**config.mk**
```make
export PLATFORM = sky130hd
export DESIGN_NAME = rx_framer
export DESIGN_NICKNAME = d
export VERILOG_FILES = /design/src/rtl/spart_pkg.sv /design/src/rtl/rx_sync.sv /design/src/rtl/rx_framer.sv
export SDC_FILE = /design/constraint.sdc
export NUM_CORES = 1
export LEC_CHECK = 0
export ABC_AREA = 1
export BUFFER_PORTS_ARGS = -buffer_cell sky130_fd_sc_hd__buf_2
export CAP_MARGIN = 20
export CORE_UTILIZATION = 53
export DETAILED_ROUTE_END_ITERATION = 6
export PLACE_DENSITY = 0.75
export SYNTH_ARGS = -nofsm -noshare
export SYNTH_HDL_FRONTEND = slang
export SYNTH_HIERARCHICAL = 1
export SYNTH_SLANG_ARGS = --single-unit
export TNS_END_PERCENT = 100
```
**constraint.sdc**
```tcl
create_clock -name clk -period 1.3 [get_ports clk]
set_input_delay 0.26 -clock clk [delete_from_list [all_inputs] [get_ports clk]]
set_output_delay 0.26 -clock clk [all_outputs]
set_load 0.02 [all_outputs]
```
**src/rtl/spart_pkg.sv**
```systemverilog
// Shared serial-port definitions: receiver FSM encoding and parity modes.
// Also used by the transmit side.
package spart_pkg;

   typedef enum logic [2:0] {
      ST_IDLE,
      ST_START,
      ST_DATA,
      ST_PAR,
      ST_STOP
   } rx_state_t;

   localparam int PAR_NONE = 0;
   localparam int PAR_EVEN = 1;
   localparam int PAR_ODD  = 2;

   function automatic logic maj3(input logic a, input logic b, input logic c);
      return (a & b) | (a & c) | (b & c);
   endfunction

endpackage

```
**src/rtl/rx_sync.sv**
```systemverilog
// Two-flop synchronizer for the asynchronous serial line.
// Resets to 1 so an idle line never looks like a start bit.
module rx_sync (
   input  logic clk,
   input  logic rst_n,
   input  logic d,
   output logic q
);

   logic ff1;

   always_ff @(posedge clk or negedge rst_n) begin
      if (!rst_n) begin
         ff1 <= 1'b1;
         q   <= 1'b1;
      end else begin
         ff1 <= d;
         q   <= ff1;
      end
   end

endmodule

```
**src/rtl/rx_framer.sv**
```systemverilog
// Oversampling UART receive framer with majority vote per bit.
// Holds one completed frame for the consumer and flags overrun.
module rx_framer
   import spart_pkg::*;
#(
   parameter int DATA_W    = 8,
   parameter int OVS       = 16,
   parameter int PARITY    = 0,
   parameter int STOP_BITS = 1
) (
   input  logic              clk,
   input  logic              rst_n,
   input  logic              brg_en,
   input  logic              rx_in,
   input  logic              rx_rd,
   output logic [DATA_W-1:0] rx_data,
   output logic              rx_valid,
   output logic              frame_err,
   output logic              parity_err,
   output logic              overrun,
   output logic              busy
);

   localparam int TW = $clog2(OVS);
   localparam int BW = $clog2(DATA_W + 1);

   rx_state_t         state, state_n;
   logic [TW-1:0]     tcnt, tcnt_n, tcnt_inc;
   logic [BW-1:0]     bcnt, bcnt_n;
   logic              scnt, scnt_n;
   logic [DATA_W-1:0] sh, sh_n;
   logic              s1, s1_n;
   logic              s2, s2_n;
   logic              perr, perr_n;
   logic              ferr, ferr_n;
   logic              rxs;
   logic              wrap, at_v, vote, done;

   rx_sync u_sync (
      .clk   (clk),
      .rst_n (rst_n),
      .d     (rx_in),
      .q     (rxs)
   );

   assign wrap     = (tcnt == TW'(OVS - 1));
   assign at_v     = (tcnt == TW'(OVS / 2 + 1));
   assign tcnt_inc = wrap ? '0 : tcnt + 1'b1;
   assign vote     = maj3(s1, s2, rxs);
   assign busy     = (state != ST_IDLE);

   always_comb begin
      state_n = state;
      tcnt_n  = tcnt;
      bcnt_n  = bcnt;
      scnt_n  = scnt;
      sh_n    = sh;
      s1_n    = s1;
      s2_n    = s2;
      perr_n  = perr;
      ferr_n  = ferr;
      done    = 1'b0;
      if (brg_en) begin
         if (tcnt == TW'(OVS / 2 - 1)) s1_n = rxs;
         if (tcnt == TW'(OVS / 2))     s2_n = rxs;
         unique case (state)
            ST_IDLE: begin
               if (!rxs) begin
                  state_n = ST_START;
                  tcnt_n  = '0;
                  bcnt_n  = '0;
                  scnt_n  = 1'b0;
                  perr_n  = 1'b0;
                  ferr_n  = 1'b0;
               end
            end
            ST_START: begin
               tcnt_n = tcnt_inc;
               if (at_v && vote) begin
                  state_n = ST_IDLE;
                  tcnt_n  = '0;
               end else if (wrap) begin
                  state_n = ST_DATA;
               end
            end
            ST_DATA: begin
               tcnt_n = tcnt_inc;
               if (at_v) begin
                  sh_n   = {vote, sh[DATA_W-1:1]};
                  bcnt_n = bcnt + 1'b1;
               end
               if (wrap && bcnt == BW'(DATA_W)) begin
                  bcnt_n  = '0;
                  state_n = (PARITY == PAR_NONE) ? ST_STOP : ST_PAR;
               end
            end
            ST_PAR: begin
               tcnt_n = tcnt_inc;
               if (at_v)
                  perr_n = vote ^ (^sh) ^ (PARITY == PAR_ODD);
               if (wrap) state_n = ST_STOP;
            end
            ST_STOP: begin
               tcnt_n = tcnt_inc;
               if (at_v) begin
                  ferr_n = ferr | ~vote;
                  // last stop bit ends the frame mid-bit to resync early
                  if (scnt == 1'(STOP_BITS - 1)) begin
                     done    = 1'b1;
                     state_n = ST_IDLE;
                     tcnt_n  = '0;
                  end
               end
               if (wrap) scnt_n = 1'b1;
            end
            default: state_n = ST_IDLE;
         endcase
      end
   end

   always_ff @(posedge clk or negedge rst_n) begin
      if (!rst_n) begin
         state <= ST_IDLE;
         tcnt  <= '0;
         bcnt  <= '0;
         scnt  <= 1'b0;
         sh    <= '0;
         s1    <= 1'b1;
         s2    <= 1'b1;
         perr  <= 1'b0;
         ferr  <= 1'b0;
      end else begin
         state <= state_n;
         tcnt  <= tcnt_n;
         bcnt  <= bcnt_n;
         scnt  <= scnt_n;
         sh    <= sh_n;
         s1    <= s1_n;
         s2    <= s2_n;
         perr  <= perr_n;
         ferr  <= ferr_n;
      end
   end

   always_ff @(posedge clk or negedge rst_n) begin
      if (!rst_n) begin
         rx_data    <= '0;
         rx_valid   <= 1'b0;
         frame_err  <= 1'b0;
         parity_err <= 1'b0;
         overrun    <= 1'b0;
      end else if (done) begin
         rx_data    <= sh;
         frame_err  <= ferr_n;
         parity_err <= perr;
         rx_valid   <= 1'b1;
         if (rx_valid && !rx_rd)
            overrun <= 1'b1;
         else if (rx_valid && rx_rd)
            overrun <= 1'b0;
      end else if (rx_valid && rx_rd) begin
         rx_valid <= 1'b0;
         overrun  <= 1'b0;
      end
   end

endmodule

```
==> impl_summary.log <==
INFO  metric result_of_the_run = complete, but fails checks
INFO  metric failed_checks = negative setup slack
INFO  metric layoutNonFillerInstCount = 367
INFO  metric numCtsBuffers = 5
INFO  metric crit_path_start = tcnt[1]
INFO  metric grt_first_pass_wirelength = roughly 7900 um
INFO  metric grt_overflow_total = 0
INFO  metric p_total = just under 5 mW
INFO  metric min-delay-path-class = in -> reg
INFO  metric worstPathBufferInverterCount = 2
INFO  metric portBuffers = 17
INFO  metric antenna_found_initial = 0
INFO  metric cts-htree-levels = 2
INFO  metric dpl.cell_count = 351
INFO  metric worstHoldPathCells = 1
INFO  metric cts_root_buf = sky130_fd_sc_hd__clkbuf_8
INFO  metric final_layout_size_suffix_gt1_share = about 47%
INFO  metric critical_r2r_capture = bcnt[3]
INFO  metric power_density = 1640 nW/um^2
INFO  metric pre_cts_ws = -194 ps
INFO  metric cts_tree = built
INFO  metric final_total_negative_setup_slack = -3700 ps
INFO  metric dpl_cell_area = approximately 2500 um^2
INFO  metric timing.rr.start = tcnt[1]
INFO  metric synth.ff_latch_count = 38
INFO  metric leakage = 1.40 nW
INFO  metric dr_total_vias = 1936
INFO  metric yosysWarningCount = 6
INFO  metric dieArea = around 4300 um^2
INFO  metric grt_max_degree = 39
INFO  metric layout_commonest_cell = sky130_fd_sc_hd__nand2_1
INFO  metric route.detailed.drc = 0
INFO  metric synth_cells = 257
INFO  metric critical-path-slowest-cell = sky130_fd_sc_hd__dfrtp_1
INFO  metric clk-insertion-delay-late = 290 ps
INFO  metric cp_data_required_time = around 1500 ps
INFO  metric drt_pre_antenna_iters = 4
INFO  metric mappedNetlistNets = between 200 and 300
INFO  metric max_cap_violations = 0
INFO  metric die_w = 65.3 um
INFO  metric track_usage = 24.3%
INFO  metric worst_slack = -177 ps
INFO  metric cp_max_fo = 8
INFO  metric setup.reg_to_reg.worst_slack = -180 ps
INFO  metric timing.critical_path.arrival = between 1500 and 2000 ps
INFO  metric route.final.wire_length = between 5000 and 6000 um
INFO  metric worst_vdd_drop = 1240 uV
INFO  metric hold_violations = 0
INFO  metric cts_max_path_buffers = 2
INFO  metric timing.final.crit_period = between 1000 and 1500 ps
INFO  metric drv_slew = 0
INFO  metric cpPeakStageDelay = 410 ps
INFO  metric die_y = around 65 um
INFO  metric rows = 22
INFO  metric avgRoutedWirePerCell = 13.6 um
INFO  metric ant_nets = 0
INFO  metric worst_setup_hold_path_clk_slew = 80 ps
INFO  metric worst_clk_skew = 9.92 ps
INFO  metric insertedDiodeCount = 0
INFO  metric synth_seq_area_share = 45.0%
INFO  metric hpwl = roughly 3200 um
INFO  metric category_of_the_critical_setup_timing_path = reg -> reg
INFO  metric areaGrowthSynthToFinish = 38.7%
INFO  metric end_kind = register
INFO  metric timing.critical_path.from_type = register
INFO  metric stdcell_area = roughly 2900 um^2
INFO  metric grt_setup_unrepaired = true
INFO  metric critical_path_cell_count = 11
INFO  metric fmax = 677 MHz
INFO  metric fin_crit_sh = 114%
INFO  metric cts.sink_count = 38
INFO  metric post_drt_via_cell_ratio = around 5.3
INFO  metric max-slew-margin-rel = a little over four fifths
INFO  metric worstMarginPinSlew = roughly 250 ps
INFO  metric drt_first_iter_violations = 153
INFO  metric worstRegToRegCells = 11
INFO  metric synth_cell_type_count = 33
INFO  metric mappedNetlistArea = 2120 um^2
INFO  metric crit_path_frequent_cell = sky130_fd_sc_hd__nor2_4
INFO  metric gpl.final_weighted_congestion = 0.847
INFO  metric layout.cells.most_common_list = 61 x sky130_fd_sc_hd__nand2_1, 33 x sky130_fd_sc_hd__buf_4, 30 x sky130_fd_sc_hd__dfrtp_1
INFO  metric top_level_pins = 18
INFO  metric layout.nets = about 330
INFO  metric worstSetupEndpoint = bcnt[3]
INFO  metric finalSetupViolations = 33
INFO  metric floorplan.initialDensity = 56.7%
INFO  metric via_count_of_the_first_global_routing_pass = 1865
INFO  metric critical_path.cell_chain = buf_6 > ha_4 > nand2_4 > nor2_4 > inv_2 > nor2_4 > nor2_4 > nand2_2 > nand2_4 > nand2_1 > o21ai_1
INFO  metric synthesis.area_per_instance = 8.26 um^2
INFO  metric critical_path.top_delay_family = simple AND/OR/NAND/NOR gates
INFO  metric design.core.area = ~3700 um^2
==> Yosys cell counts <==
master / number / area share [%]
sky130_fd_sc_hd__a21oi_1: 2 / 0.47
sky130_fd_sc_hd__a21oi_2: 1 / 0.41
sky130_fd_sc_hd__a31o_2: 1 / 0.41
sky130_fd_sc_hd__a31oi_1: 1 / 0.29
sky130_fd_sc_hd__a31oi_2: 1 / 0.59
sky130_fd_sc_hd__buf_6: 2 / 1.1
sky130_fd_sc_hd__clkbuf_2: 1 / 0.24
sky130_fd_sc_hd__clkinv_4: 1 / 0.41
sky130_fd_sc_hd__dfrtp_1: 34 / 40
sky130_fd_sc_hd__dfstp_2: 4 / 4.9
sky130_fd_sc_hd__ha_1: 5 / 2.9
sky130_fd_sc_hd__inv_1: 26 / 4.6
sky130_fd_sc_hd__inv_2: 8 / 1.4
sky130_fd_sc_hd__nand2_1: 80 / 14
sky130_fd_sc_hd__nand2_2: 4 / 1.2
sky130_fd_sc_hd__nand2_4: 3 / 1.6
sky130_fd_sc_hd__nand3_1: 22 / 5.2
sky130_fd_sc_hd__nand3_2: 1 / 0.47
sky130_fd_sc_hd__nand3_4: 1 / 0.83
sky130_fd_sc_hd__nand3b_1: 1 / 0.35
sky130_fd_sc_hd__nand4_1: 3 / 0.88
sky130_fd_sc_hd__nor2_1: 6 / 1.1
sky130_fd_sc_hd__nor2_2: 3 / 0.88
sky130_fd_sc_hd__nor2_4: 6 / 3.2
sky130_fd_sc_hd__nor3_1: 2 / 0.47
sky130_fd_sc_hd__nor3_2: 1 / 0.47
sky130_fd_sc_hd__o211ai_1: 1 / 0.35
sky130_fd_sc_hd__o21a_1: 1 / 0.35
sky130_fd_sc_hd__o21ai_0: 15 / 3.5
sky130_fd_sc_hd__o21ai_1: 6 / 1.4
sky130_fd_sc_hd__o21ai_2: 9 / 3.7
sky130_fd_sc_hd__xnor2_1: 2 / 0.83
sky130_fd_sc_hd__xor2_1: 3 / 1.2
==> how the worst min path moves through the flow <==
stage | end | start
after floorplan | asynchronous set/reset pin | rst_n
after global placement | asynchronous set/reset pin | rst_n
after detailed placement | rx_data[5] | rst_n
after CTS | u_sync/ff1 | rx_in
after global routing | u_sync/ff1 | rx_in
final | u_sync/ff1 | rx_in
==> kinds of logic after synthesis <==
family,synth area share (%)
fa+ha+maj,2.95
simple gates,30.7
compound gates,11.6
xor+xnor,2.06
flops,45.0
buf+inv,7.72
==> registers in the layout (all words and copies together) (netlist names), named ones only <==
name and count:
rx_data 8, sh 8, bcnt 4, tcnt 4, state 3, ferr 1
frame_err 1, parity_err 1, perr 1, rx_valid 1, s1 1, s2 1
scnt 1, u_sync/ff1 1, u_sync/q 1
==> stage by stage <==
step,util [%],hold WS [ps]
after global placement,67.2,241
after detailed placement,67.2,250
final,78.7,70.9
after floorplan,-,-35.6
after CTS,73.7,63.2
after global routing,78.7,56.8
==> worst reg2reg max path, cell delays in order, from the launching register on <==
cell and delay (ps):
sky130_fd_sc_hd__dfrtp_1 410, sky130_fd_sc_hd__buf_6 130, sky130_fd_sc_hd__ha_4 160, sky130_fd_sc_hd__nand2_4 90
sky130_fd_sc_hd__nor2_4 50, sky130_fd_sc_hd__inv_2 80, sky130_fd_sc_hd__nor2_4 50, sky130_fd_sc_hd__nor2_4 130
sky130_fd_sc_hd__nand2_2 80, sky130_fd_sc_hd__nand2_4 100, sky130_fd_sc_hd__nand2_1 60, sky130_fd_sc_hd__o21ai_1 70
==> layer usage <==
| layer | share of wire (%) | up-vias | global-route usage [%] |
|---|---|---|---|
| li1 | - | 943 | - |
| met1 | 44 | 926 | 29.9 |
| met2 | 49 | 53 | 42.4 |
| met3 | 4.3 | 14 | 5.38 |
| met4 | 2.1 | 0 | 7.07 |
| met5 | 0 | - | 0 |
==> timing repair <==
action | in CTS | in global routing
endpoints found under the setup margin | 33 | 35
gates resized for setup | 21 | 40
pin swaps | 8 | 16
endpoints found under the hold margin | 34 | 0
gates cloned | 0 | 1
hold buffers | 1 | 0
buffers inserted | 3 | 3
==> layout make-up <==
class / count / area [um^2]
flip-flops and latches: 38 / 961
fillers: 221 / 798
well taps: 48 / 60.1
inverters: 35 / 136
repair buffers: 56 / 423
multi-input cells: 182 / 1220
clock inverters: 2 / 60.1
clock buffers: 6 / 82.6
==> power by group <==
part           leakage [nW]  total, mW  switching (mW)  internal, mW
logic                 0.826       2.07            1.19         0.881
clock network        0.0714       1.25           0.435         0.819
registers             0.506       1.50           0.160          1.34
total                  1.40       4.82            1.79          3.04
(Power assumes the default switching activity.)
